==> src/rtl/spi_bitrev_slave.sv <==
// SPI slave that captures a WIDTH-bit word MSB-first, then echoes it back LSB-first on miso.
// Optional frame_err output is compiled in with `define SPI_BITREV_FRAME_ERR_EN.
//
// state | meaning
// IDLE  | waiting for ss low; miso held at 1
// RX    | shifting mosi in on each sample edge
// TX    | driving received bits LSB-first on each shift edge
// DONE  | frame complete; miso 1, mosi ignored until ss rises
module spi_bitrev_slave #(
    parameter int WIDTH       = 8,
    parameter bit CPOL        = 1'b0,
    parameter int SYNC_STAGES = 2
) (
    input  logic             clock,
    input  logic             resetn,
    input  logic             sck,
    input  logic             ss,
    input  logic             mosi,
    output logic             miso,
    output logic [WIDTH-1:0] rx_data,
`ifdef SPI_BITREV_FRAME_ERR_EN
    output logic             frame_err,
`endif
    output logic             rx_valid
);

    localparam int CW = $clog2(2 * WIDTH + 1);
    localparam int SW = $clog2(SYNC_STAGES + 1);
    localparam logic [CW-1:0] C_W  = CW'(WIDTH);
    localparam logic [CW-1:0] C_2W = CW'(2 * WIDTH);

    typedef enum logic [1:0] {ST_IDLE, ST_RX, ST_TX, ST_DONE} state_t;

    logic [SYNC_STAGES-1:0] r_sck_sync;
    logic [SYNC_STAGES-1:0] r_ss_sync;
    logic [SYNC_STAGES-1:0] r_mosi_sync;
    logic                   r_sck_d;
    logic                   r_sample_stb;
    logic                   r_shift_stb;
    logic [SW-1:0]          r_settle;
    logic                   r_armed;
    state_t                 r_state;
    logic [CW-1:0]          r_cnt;
    logic [WIDTH-1:0]       r_shreg;
    logic                   r_miso;
    logic [WIDTH-1:0]       r_rx_data;
    logic                   r_rx_valid;
`ifdef SPI_BITREV_FRAME_ERR_EN
    logic                   r_frame_err;
`endif

    logic          w_sck;
    logic          w_ss;
    logic          w_mosi;
    logic [CW-1:0] w_tx_idx;
    logic          w_tx_bit;

    assign w_sck    = r_sck_sync[SYNC_STAGES-1] ^ CPOL;
    assign w_ss     = r_ss_sync[SYNC_STAGES-1];
    assign w_mosi   = r_mosi_sync[SYNC_STAGES-1];
    assign w_tx_idx = r_cnt - C_W;
    assign w_tx_bit = |(r_shreg & (WIDTH'(1) << w_tx_idx));

    always_ff @(posedge clock or negedge resetn) begin
        if (!resetn) begin
            r_sck_sync  <= {SYNC_STAGES{CPOL}};
            r_ss_sync   <= '1;
            r_mosi_sync <= '0;
        end else begin
            r_sck_sync  <= {r_sck_sync[SYNC_STAGES-2:0], sck};
            r_ss_sync   <= {r_ss_sync[SYNC_STAGES-2:0], ss};
            r_mosi_sync <= {r_mosi_sync[SYNC_STAGES-2:0], mosi};
        end
    end

    // Strobes are registered so the FSM reacts SYNC_STAGES+2 clocks after the pin edge.
    always_ff @(posedge clock or negedge resetn) begin
        if (!resetn) begin
            r_sck_d      <= 1'b0;
            r_sample_stb <= 1'b0;
            r_shift_stb  <= 1'b0;
        end else begin
            r_sck_d      <= w_sck;
            r_sample_stb <= w_sck & ~r_sck_d;
            r_shift_stb  <= ~w_sck & r_sck_d;
        end
    end

    // Arming waits until the synchronizer has flushed its reset value, so only a real
    // ss high level seen after reset allows the next frame to begin.
    always_ff @(posedge clock or negedge resetn) begin
        if (!resetn) begin
            r_settle <= '0;
            r_armed  <= 1'b0;
        end else begin
            if (r_settle != SW'(SYNC_STAGES))
                r_settle <= r_settle + 1'b1;
            else if (w_ss)
                r_armed <= 1'b1;
        end
    end

    always_ff @(posedge clock or negedge resetn) begin
        if (!resetn) begin
            r_state     <= ST_IDLE;
            r_cnt       <= '0;
            r_shreg     <= '0;
            r_miso      <= 1'b1;
            r_rx_data   <= '0;
            r_rx_valid  <= 1'b0;
`ifdef SPI_BITREV_FRAME_ERR_EN
            r_frame_err <= 1'b0;
`endif
        end else begin
            r_rx_valid  <= 1'b0;
`ifdef SPI_BITREV_FRAME_ERR_EN
            r_frame_err <= 1'b0;
`endif
            if (w_ss) begin
`ifdef SPI_BITREV_FRAME_ERR_EN
                if (r_state == ST_RX || r_state == ST_TX)
                    r_frame_err <= 1'b1;
`endif
                r_state <= ST_IDLE;
                r_cnt   <= '0;
                r_shreg <= '0;
                r_miso  <= 1'b1;
            end else begin
                case (r_state)
                    ST_IDLE: begin
                        r_miso  <= 1'b1;
                        r_cnt   <= '0;
                        r_shreg <= '0;
                        if (r_armed)
                            r_state <= ST_RX;
                    end
                    ST_RX: begin
                        r_miso <= 1'b1;
                        if (r_cnt == C_W) begin
                            r_state    <= ST_TX;
                            r_rx_data  <= r_shreg;
                            r_rx_valid <= 1'b1;
                        end else if (r_sample_stb) begin
                            r_shreg <= {r_shreg[WIDTH-2:0], w_mosi};
                            r_cnt   <= r_cnt + 1'b1;
                        end
                    end
                    ST_TX: begin
                        if (r_cnt == C_2W) begin
                            r_state <= ST_DONE;
                        end else begin
                            if (r_shift_stb)
                                r_miso <= w_tx_bit;
                            if (r_sample_stb)
                                r_cnt <= r_cnt + 1'b1;
                        end
                    end
                    ST_DONE: begin
                        if (r_shift_stb)
                            r_miso <= 1'b1;
                    end
                    default: r_state <= ST_IDLE;
                endcase
            end
        end
    end

    assign miso     = r_miso;
    assign rx_data  = r_rx_data;
    assign rx_valid = r_rx_valid;
`ifdef SPI_BITREV_FRAME_ERR_EN
    assign frame_err = r_frame_err;
`endif

endmodule

==> config.mk <==
export PLATFORM = sky130hd
export DESIGN_NAME = spi_bitrev_slave
export DESIGN_NICKNAME = d
export VERILOG_FILES = /design/src/rtl/spi_bitrev_slave.sv
export SDC_FILE = /design/constraint.sdc
export NUM_CORES = 1
export LEC_CHECK = 0
export ABC_AREA = 1
export BUFFER_PORTS_ARGS = -buffer_cell sky130_fd_sc_hd__clkbuf_2
export CORE_ASPECT_RATIO = 1.75
export CORE_UTILIZATION = 53
export DETAILED_ROUTE_END_ITERATION = 8
export GPL_ROUTABILITY_DRIVEN = 0
export PLACE_DENSITY = 0.81
export REMOVE_ABC_BUFFERS = 1
export SYNTH_ARGS = -nofsm -noshare
export SYNTH_HDL_FRONTEND = slang
export SYNTH_SLANG_ARGS = --single-unit
==> constraint.sdc <==
create_clock -name clock -period 1.55 [get_ports clock]
set_input_delay 0.155 -clock clock [delete_from_list [all_inputs] [get_ports clock]]
set_output_delay 0.155 -clock clock [all_outputs]
set_load 0.03 [all_outputs]
==> results.py <==
metrics = {
    "sta": {
        "max_slew.worst_pin.slew_ns": 0.451,
        "clock_skew_ns": 0.00604,
        "finalHoldViolCount": 0,
        "maxSlewHeadroom_pct": 70.0,
        "max_freq_mhz": 626,
        "period_needed_ns": 1.60,
        "finalMaxSlewViolations": 0,
        "rsz0062_at_grt": "true",
        "holdWs_ns": 0.349,
        "tns_ns": -0.121,
        "timing.final.crit_share_pct": 103,
        "setup_viol": 6,
        "layout_setup_ws_ns": -0.0487,
    },
    "final_layout": {
        "drive_gt1_share_pct": 46.2,
        "diodes": 0,
        "instances_no_fill": 283,
        "area_growth_pct": 32.4,
        "post-route-util_pct": 72.7,
        "fin_nets": 249,
        "final_area_mm2": 0.00245,
        "nFillCells": 243,
    },
    "setup_path": {
        "r2r_cells": 9,
        "r2r-end": "r_cnt[2]",
        "startpoint_type": "flop",
        "critPathArrivalTime_ns": 1.82,
        "crit_path_end": "r_cnt[2]",
        "crit_type": "reg2reg",
        "worstPathRequired_ns": 1.77,
        "timing.rr.start": "r_state[0]",
        "path_max_fanout": 5,
        "endpoint_kind": "flop",
        "crit_start": "r_state[0]",
        "reg2reg_setup_slack_ns": -0.05,
    },
    "route": {
        "dr.first_iter.drc_count": 38,
        "wirelength_um": 4180,
        "viasPerCell": 5.27,
        "first_pass_iters": 4,
        "route.detailed.drc": 0,
        "antenna_left": 0,
        "vias": 1491,
        "post_drt_wl_per_cell_um": 14.8,
    },
    "global_route": {
        "grt_max_degree": 38,
        "antenna_found_initial": 0,
        "grt_pass1_wl_um": 6390,
        "grt_remaining_overflow": 0,
        "grt_pass1_vias": 1441,
        "track_usage_pct": 24.5,
    },
    "clock_network": {
        "cts-buffers-inserted": 5,
        "cts_root_buf": "clkbuf_8",
        "cts.sinks": 37,
        "clk_pin_slew_ns": 0.07,
        "h-tree-depth": 2,
        "cts.path.max_buffers": 2,
        "cts_tree": "built",
        "insertion_delay_ns": 0.30,
    },
    "outcome": {
        "violations": "setup timing",
        "outcome": "finished, violations left",
    },
    "floorplan": {
        "dieWidth_um": 46.6,
        "rows": 28,
        "coreArea_mm2": 0.00336,
        "dieArea_mm2": 0.00374,
        "fp.dieH_um": 80.1,
        "start_util_pct": 54.9,
        "pin_count": 15,
    },
    "power": {
        "ir_drop_uv": 1190,
        "total_power_mw": 3.23,
        "p_leak_nw": 1.10,
        "powerDensity_mw_per_mm2": 1320,
    },
    "logic_synthesis": {
        "synth_top_area_cell": "dfrtp_1",
        "synth_commonest_cells": "dfrtp_1, nand2_1, inv_1, nor2_1, o21ai_2",
        "synth_flop_cell": "dfrtp_1",
        "synth_edf_count": 0,
        "ys_ff_latch": 37,
        "synth.cell_area_mm2": 0.00185,
        "ys_seq_area_share_pct": 50.3,
        "synth.distinct_cells": 30,
        "synthDominantCellAreaShare_pct": 46.0,
        "yosys_warnings": 0,
        "yosysMostFrequentCell": "dfrtp_1",
        "syn_avg_cell_area_um2": 9.78,
        "synth.area.top_cells": "dfrtp_1, o21ai_2, nand2_1",
        "synthCells": 189,
        "async_flop_share_pct": 100,
    },
    "placement": {
        "detailed_place_hpwl_um": 2410,
        "placedCellCount": 257,
        "post_dp_cell_area_mm2": 0.00203,
        "dp_slack_ns": -0.193,
        "numPortBuffers": 14,
    },
    "flow_run": {
        "maxCapViolCount": 0,
    },
    "hold_path": {
        "hp-start": "r_mosi_sync[0]",
        "hold_class": "reg2reg",
    },
}
where the power goes:
part           leakage (nW)  internal, mW  switching [mW]
clock network        0.0574         0.523           0.350
logic                 0.569         0.550           0.703
registers             0.475          1.04          0.0628
layout make-up:
type	count	area, um^2	area share (%)
clock inverters	2	37.5	1.53
clock buffers	6	82.6	3.38
flip-flops and latches	37	933	38.2
well taps	45	56.3	2.30
multi-input cells	120	883	36.1
inverters	30	130	5.32
repair buffers	43	323	13.2
layer usage:
| metal | vias up | global-route usage (%) | wire (um) |
|---|---|---|---|
| li1 | 701 | - | - |
| met1 | 731 | 22.5 | 1450 |
| met2 | 42 | 44.7 | 2360 |
| met3 | 17 | 5.17 | 137 |
| met4 | 0 | 15.4 | 221 |
| met5 | - | 0 | 0 |
cells by family after synthesis:
group,synth area share [%]
AOI/OAI and AO/OA,11.4
DFF,50.3
adders and majority gates,4.74
xor gates and xnor gates,1.42
buffers and inverters,8.06
and+or+nand+nor,24.1
flip-flops by register name, summed over array words and instances, names as in the netlist, 2 cells and up:
name,cells
r_shreg,8
rx_data,8
r_cnt,5
r_mosi_sync,2
r_sck_sync,2
r_settle,2
r_ss_sync,2
r_state,2
worst min-delay path by stage:
| stage | end | slack, ns | depth (start not counted) |
|---|---|---|---|
| finish | r_mosi_sync[1] | 0.35 | 0 |
| detailed placement | rx_data[0] | 0.22 | 2 |
| CTS | r_mosi_sync[1] | 0.35 | 0 |
| floorplan | r_armed | -0.14 | 0 |
| global placement | rx_data[0] | 0.22 | 2 |
| global route | r_ss_sync[1] | 0.37 | 0 |
cell usage in the layout (no fill, tap or decap), types with 4 or more instances in the layout:
cell | netlist | final
nand3_1 | 12 | 11
dlygate4sd3_1 | 0 | 4
nor2_4 | 4 | 7
dfrtp_1 | 34 | 31
nor2_1 | 19 | 17
inv_4 | 1 | 5
buf_4 | 0 | 23
inv_2 | 5 | 7
o21ai_2 | 16 | 17
clkbuf_8 | 0 | 6
o21ai_1 | 7 | 7
nand2_1 | 26 | 25
clkbuf_2 | 0 | 14
nand2_2 | 5 | 5
inv_1 | 24 | 17
ha_4 | 0 | 4
what timing repair did:
item,CTS,global route
setup endpoints to repair,16,20
gates resized for setup,20,17
endpoints found under the hold margin,37,0
pin swaps,6,11
gates cloned,1,0
buffers inserted,6,7
hold buffers,4,0
worst max-delay path: stages, from the launching register on:
cell     delay [ns]
dfrtp_2        0.46
inv_4          0.09
ha_4           0.20
inv_4          0.06
nor2_4         0.04
inv_2          0.07
nor2_4         0.06
nor3_4         0.31
nand3_1        0.11
o21ai_1        0.10
Note: power is estimated with default switching activity, not from simulation.
